--- config.mk ---
export PLATFORM = sky130hd
export DESIGN_NAME = mac_dump_quantizer_flat
export DESIGN_NICKNAME = d
export VERILOG_FILES = /design/src/rtl/mac_dump_quantizer_if.sv /design/src/rtl/mac_dump_quantizer.sv /design/src/flat_wrapper.sv
export SDC_FILE = /design/constraint.sdc
export NUM_CORES = 1
export LEC_CHECK = 0
export ABC_AREA = 1
export BUFFER_PORTS_ARGS = -buffer_cell sky130_fd_sc_hd__clkbuf_2
export CORE_ASPECT_RATIO = 1.25
export CORE_MARGIN = 2
export CORE_UTILIZATION = 40
export CTS_CLUSTER_SIZE = 14
export DETAILED_ROUTE_END_ITERATION = 12
export PLACE_DENSITY_LB_ADDON = 0.08
export SYNTH_ARGS = -nofsm -noshare
export SYNTH_HDL_FRONTEND = slang
export SYNTH_SLANG_ARGS = --single-unit
--- constraint.sdc ---
create_clock -name clk -period 2.2 [get_ports clk]
set_clock_uncertainty 0.2 [all_clocks]
set_input_delay 0.33 -clock clk [delete_from_list [all_inputs] [get_ports clk]]
set_output_delay 0.33 -clock clk [all_outputs]
set_load 0.01 [all_outputs]
--- src/rtl/mac_dump_quantizer_if.sv ---
// Tap-side handshake, MAC accumulator/clear lines and sample output stream of the MAC dump stage.
// The master side drives taps and accepts samples; the slave side is the dump/quantizer block.
interface mac_dump_quantizer_if #(
  parameter int unsigned ACC_W = 40,
  parameter int unsigned OUT_W = 16
);
  logic             tap_valid;
  logic             tap_ready;
  logic [ACC_W-1:0] acc_in;
  logic             mac_clr;
  logic             out_valid;
  logic             out_ready;
  logic [OUT_W-1:0] out_data;
  logic             sat_flag;

  modport master (
    output tap_valid, acc_in, out_ready,
    input  tap_ready, mac_clr, out_valid, out_data, sat_flag
  );

  modport slave (
    input  tap_valid, acc_in, out_ready,
    output tap_ready, mac_clr, out_valid, out_data, sat_flag
  );
endinterface

--- src/rtl/mac_dump_quantizer.sv ---
// Counts NUM_TAPS accepted MAC products, captures the settled accumulator, clears the MAC and
// pushes a rounded, saturated sample into a 2-entry output FIFO.
module mac_dump_quantizer #(
  parameter int unsigned NUM_TAPS = 16,
  parameter int unsigned ACC_W    = 40,
  parameter int unsigned OUT_W    = 16,
  parameter int unsigned SHIFT    = 15
) (
  input  logic                 clk,
  input  logic                 reset,
  mac_dump_quantizer_if.slave  bus
);

  localparam int unsigned CntW = (NUM_TAPS > 1) ? $clog2(NUM_TAPS) : 1;

  localparam logic signed [ACC_W:0] Half = {{ACC_W{1'b0}}, 1'b1} << (SHIFT - 1);
  localparam logic signed [ACC_W:0] MaxV = {{(ACC_W-OUT_W+2){1'b0}}, {(OUT_W-1){1'b1}}};
  localparam logic signed [ACC_W:0] MinV = {{(ACC_W-OUT_W+2){1'b1}}, {(OUT_W-1){1'b0}}};

  typedef enum logic [1:0] {StAccum, StDump, StClear} state_e;

  state_e            state_q;
  logic [CntW-1:0]   tap_cnt_q;
  logic              tap_ready_q;
  logic              mac_clr_q;

  logic [OUT_W-1:0]  mem_q [2];
  logic              rd_ptr_q;
  logic              wr_ptr_q;
  logic [1:0]        count_q;
  logic              sat_q;

  logic              tap_accept;
  logic              can_push;
  logic              push;
  logic              pop;

  logic signed [ACC_W:0] acc_ext;
  logic signed [ACC_W:0] rounded;
  logic signed [ACC_W:0] shifted;
  logic                  clamp_hi;
  logic                  clamp_lo;
  logic [OUT_W-1:0]      q_data;

  always_comb begin
    tap_accept = bus.tap_valid & tap_ready_q;
    pop        = (count_q != 2'd0) & bus.out_ready;
    // A full buffer still accepts a capture when its head leaves in the same cycle.
    can_push   = (count_q != 2'd2) | bus.out_ready;
    push       = (state_q == StDump) & can_push;
  end

  // Quantizer: one extra bit of headroom so the rounding add can never wrap.
  always_comb begin
    acc_ext  = {bus.acc_in[ACC_W-1], bus.acc_in};
    rounded  = acc_ext + Half;
    shifted  = rounded >>> SHIFT;
    clamp_hi = shifted > MaxV;
    clamp_lo = shifted < MinV;
    if (clamp_hi) begin
      q_data = {1'b0, {(OUT_W-1){1'b1}}};
    end else if (clamp_lo) begin
      q_data = {1'b1, {(OUT_W-1){1'b0}}};
    end else begin
      q_data = shifted[OUT_W-1:0];
    end
  end

  // Control FSM; tap_ready and mac_clr are registered alongside the state.
  always_ff @(posedge clk) begin
    if (reset) begin
      state_q     <= StClear;
      tap_cnt_q   <= '0;
      tap_ready_q <= 1'b0;
      mac_clr_q   <= 1'b1;
    end else begin
      unique case (state_q)
        StAccum: begin
          if (tap_accept) begin
            if (tap_cnt_q == CntW'(NUM_TAPS - 1)) begin
              tap_cnt_q   <= '0;
              state_q     <= StDump;
              tap_ready_q <= 1'b0;
            end else begin
              tap_cnt_q <= tap_cnt_q + 1'b1;
            end
          end
        end
        StDump: begin
          if (can_push) begin
            state_q   <= StClear;
            mac_clr_q <= 1'b1;
          end
        end
        StClear: begin
          state_q     <= StAccum;
          mac_clr_q   <= 1'b0;
          tap_ready_q <= 1'b1;
        end
        default: begin
          state_q     <= StClear;
          tap_ready_q <= 1'b0;
          mac_clr_q   <= 1'b1;
        end
      endcase
    end
  end

  // Output FIFO. When full, wr_ptr equals rd_ptr, so a push+pop overwrites the departing head.
  always_ff @(posedge clk) begin
    if (reset) begin
      mem_q[0] <= '0;
      mem_q[1] <= '0;
      rd_ptr_q <= 1'b0;
      wr_ptr_q <= 1'b0;
      count_q  <= 2'd0;
      sat_q    <= 1'b0;
    end else begin
      if (push) begin
        mem_q[wr_ptr_q] <= q_data;
        wr_ptr_q        <= ~wr_ptr_q;
        sat_q           <= sat_q | clamp_hi | clamp_lo;
      end
      if (pop) begin
        rd_ptr_q <= ~rd_ptr_q;
      end
      if (push && !pop) begin
        count_q <= count_q + 2'd1;
      end else if (!push && pop) begin
        count_q <= count_q - 2'd1;
      end
    end
  end

  assign bus.tap_ready = tap_ready_q;
  assign bus.mac_clr   = mac_clr_q;
  assign bus.out_valid = (count_q != 2'd0);
  assign bus.out_data  = mem_q[rd_ptr_q];
  assign bus.sat_flag  = sat_q;

endmodule

--- src/flat_wrapper.sv ---
// flat-port wrapper written by rule: the top's interface ports become plain ports
module mac_dump_quantizer_flat 
#(
  parameter int unsigned NUM_TAPS = 16,
  parameter int unsigned ACC_W    = 40,
  parameter int unsigned OUT_W    = 16,
  parameter int unsigned SHIFT    = 15
)
  (clk, reset, bus_tap_valid, bus_acc_in, bus_out_ready, bus_tap_ready, bus_mac_clr, bus_out_valid, bus_out_data, bus_sat_flag);
  mac_dump_quantizer_if #(.ACC_W(ACC_W), .OUT_W(OUT_W)) bus_i ();
  input  logic clk;
  input  logic reset;
  input wire logic [$bits(bus_i.tap_valid)-1:0] bus_tap_valid;
  input wire logic [$bits(bus_i.acc_in)-1:0] bus_acc_in;
  input wire logic [$bits(bus_i.out_ready)-1:0] bus_out_ready;
  output wire logic [$bits(bus_i.tap_ready)-1:0] bus_tap_ready;
  output wire logic [$bits(bus_i.mac_clr)-1:0] bus_mac_clr;
  output wire logic [$bits(bus_i.out_valid)-1:0] bus_out_valid;
  output wire logic [$bits(bus_i.out_data)-1:0] bus_out_data;
  output wire logic [$bits(bus_i.sat_flag)-1:0] bus_sat_flag;
  assign bus_i.tap_valid = bus_tap_valid;
  assign bus_i.acc_in = bus_acc_in;
  assign bus_i.out_ready = bus_out_ready;
  assign bus_tap_ready = bus_i.tap_ready;
  assign bus_mac_clr = bus_i.mac_clr;
  assign bus_out_valid = bus_i.out_valid;
  assign bus_out_data = bus_i.out_data;
  assign bus_sat_flag = bus_i.sat_flag;
  mac_dump_quantizer #(.NUM_TAPS(NUM_TAPS), .ACC_W(ACC_W), .OUT_W(OUT_W), .SHIFT(SHIFT)) u_core (.clk(clk), .reset(reset), .bus(bus_i));
endmodule
==> flow_metrics.py <==
metrics = {
    "logic_synthesis": {
        "syn_inst": 349,
        "synth_mux_area_share_pct": 6.23,
        "synth_cell_type_count": 29,
        "synth-xor-area-share_pct": 4.85,
        "synth_top_family_by_area": "simple AND/OR/NAND/NOR gates",
        "yosys.area_share.simple_pct": 30.2,
        "syn-num-nets": 396,
        "yosysWarnings": 0,
        "netlist_area_um2": 2890,
        "synth-compound-area-share_pct": 8.57,
        "synth_seq_area_share_pct": 42.9,
        "synth_fa_ha_area_share_pct": 1.30,
        "ys_seq_elements": 46,
        "syn_area_per_cell_um2": 8.28,
    },
    "cells_and_area": {
        "fillers": 685,
        "multiInputGateArea_um2": 1520,
        "layout_commonest_cell": "nand2_1",
        "area_growth_pct": 31.1,
        "final_cell_mix": "91 x nand2_1, 54 x buf_4, 47 x clkbuf_2",
        "antenna_cells": 0,
        "layout.nets": 500,
        "final-seq-area_um2": 1240,
        "drive_above_1_share_pct": 37.0,
        "fin_area_um2": 3790,
    },
    "drt": {
        "via_per_inst": 4.79,
        "drcViolationCount": 0,
        "drt_iter0_drc": 71,
        "ant_nets": 0,
        "wire_per_inst_um": 12.9,
        "vias": 2606,
        "drt_pass1_iterations": 6,
        "wl_mm": 7.01,
    },
    "cts": {
        "cts_setup_buffers": 0,
        "h-tree-depth": 2,
        "cts_hold_buf": 0,
        "clk_pin_slew_ps": 80,
        "clkLatencyLatePin_ps": 290,
        "cts_tree": "built",
        "root_buffer": "clkbuf_8",
        "ctsResizeCount": 0,
        "numCtsBuffers": 5,
        "cts_sinks": 46,
        "clock_path_buffers": 2,
    },
    "timing": {
        "max_slew_margin_pct": 83.1,
        "slew_violations": 0,
        "fin_crit_sh_pct": 94.4,
        "fin_crit_ps": 2080,
        "tightest_slew_ps": 251,
        "final_hold_viol_count": 0,
        "fmax_mhz": 481,
        "setup_viol": 0,
    },
    "placed_design": {
        "hpwl_mm": 5.17,
        "placed_area_um2": 3600,
        "port-buffer-count": 49,
        "gp_congestion": 0.825,
    },
    "pwr": {
        "p_leak_nw": 1.71,
        "ir_drop_mv": 0.334,
        "p_total_mw": 1.87,
        "powerDensity_nw_per_um2": 493,
    },
    "run_status": {
        "status": "completed",
    },
    "critical_path": {
        "startpoint_type": "primary input",
        "crit_arrival_ps": 1920,
        "worstSetupPathType": "in -> reg",
        "cp_max_fo": 8,
        "endpoint_kind": "flop",
        "required_ps": 2040,
    },
    "grt": {
        "grt_use_total_pct": 18.2,
        "overflow": 0,
        "grt_pass1_wl_mm": 11.3,
        "grt_pass1_vias": 2590,
        "grt_max_degree": 32,
        "antenna_found_initial": 0,
    },
    "floorplanning": {
        "placementRows": 34,
        "dieArea_um2": 7930,
        "initial_core_util_pct": 41.4,
        "io_pins": 64,
        "core_um2": 6980,
        "die_w_um": 80.0,
        "die_y_um": 99.0,
    },
    "worst_hold_path": {
        "hold_class": "in -> reg",
    },
    "run": {
        "drv_cap": 0,
    },
}
## state kept, by name (all words and copies together) (netlist names), named ones only
signal                count
u_core.state_q            2
u_core.bus.sat_flag       1
u_core.count_q            2
u_core.mem_q             32
u_core.bus.mac_clr        1
u_core.bus.tap_ready      1
u_core.wr_ptr_q           1
u_core.tap_cnt_q          4
u_core.rd_ptr_q           1
## final timing paths
path                                    startpoint             endpoint  slack, ps  cells after the start
worst min-delay path                         reset    u_core.state_q[0]         60                      2
worst max register to register   u_core.count_q[0]    u_core.count_q[1]        340                      9
worst min register to register  u_core.bus.mac_clr   u_core.bus.mac_clr        260                      2
worst max-delay path                bus_acc_in[24]  u_core.mem_q[1][13]        120                     15
## final cells by class
type,instances,share of cell area [%]
clock buffer,8,2.38
inverter,27,2.68
multi-input combinational,267,40.0
sequential,46,32.8
tap,90,2.97
timing repair buffer,106,19.2
## per-stage QoR
stage	hold slack (ps)	setup slack [ps]	util, %	TNS, ps	cells
CTS	54.3	128	52.9	0	541
floorplan	199	85.6	-	0	349
global route	79.3	-2.14	54.3	-2.82	544
detailed placement	243	-187	51.6	-5340	533
global placement	239	-154	51.6	-4390	533
finish	61.6	122	54.3	0	544
## kinds of logic (layout without fill, tap and decap cells)
family / count (synthesis) / in the layout
buffers and inverters: 36 / 141
adder cells (fa/ha/maj): 3 / 3
AND/OR/NAND/NOR: 186 / 186
XOR/XNOR: 16 / 16
flip-flops: 46 / 46
multiplexers: 16 / 16
AO/OA/AOI/OAI: 46 / 46
## cell usage after synthesis
| cell type | n | area share [%] |
|---|---|---|
| buf_6 | 2 | 0.78 |
| nand3b_1 | 5 | 1.3 |
| xnor2_1 | 6 | 1.8 |
| buf_12 | 1 | 0.69 |
| nand3_1 | 11 | 1.9 |
| nor3b_1 | 1 | 0.26 |
| nand2_4 | 2 | 0.78 |
| a21oi_2 | 4 | 1.2 |
| inv_1 | 27 | 3.5 |
| edfxtp_1 | 32 | 33 |
| xor2_1 | 10 | 3.0 |
| nand3_2 | 3 | 1.0 |
| a21oi_1 | 34 | 5.9 |
| buf_4 | 1 | 0.26 |
| nor2_8 | 1 | 0.69 |
| nor2_4 | 4 | 1.6 |
| o21ai_0 | 7 | 1.2 |
| clkbuf_1 | 5 | 0.65 |
| a211oi_1 | 1 | 0.26 |
| nand2_2 | 14 | 3.0 |
| ha_1 | 3 | 1.3 |
| nor2_1 | 40 | 5.2 |
| nand2_1 | 94 | 12 |
| nor2_2 | 5 | 1.1 |
| and2_1 | 1 | 0.22 |
| nand4_1 | 2 | 0.43 |
| nor3_1 | 3 | 0.52 |
| dfxtp_1 | 14 | 9.7 |
| mux2_2 | 16 | 6.2 |
## power breakdown
part	total, mW	internal (mW)	leakage, nW	switching (mW)
Combinational	0.373	0.171	1.24	0.202
Sequential	0.971	0.958	0.431	0.0123
Clock	0.523	0.256	0.0455	0.266
## worst max-delay path: stages
cell	delay [ps]
clkbuf_2	140
nand2_1	120
nor2_4	160
nand2_2	110
nor2_8	150
nand2_2	50
nand2_1	70
nand2_2	60
nor2_2	100
nand2_1	50
nor2_1	80
nand2_1	90
nand2_4	150
clkbuf_16	170
a21oi_1	70
## per-layer routing
metal / track usage, % / wire [um] / vias to the layer above / share of wire (%)
li1: - / - / 1356 / -
met2: 34.6 / 3780 / 59 / 54
met1: 20.2 / 2850 / 1181 / 41
met4: 6.52 / 171 / 0 / 2.4
met5: 0 / 0 / - / 0
met3: 2.38 / 213 / 10 / 3.0
(Power assumes the default switching activity.)
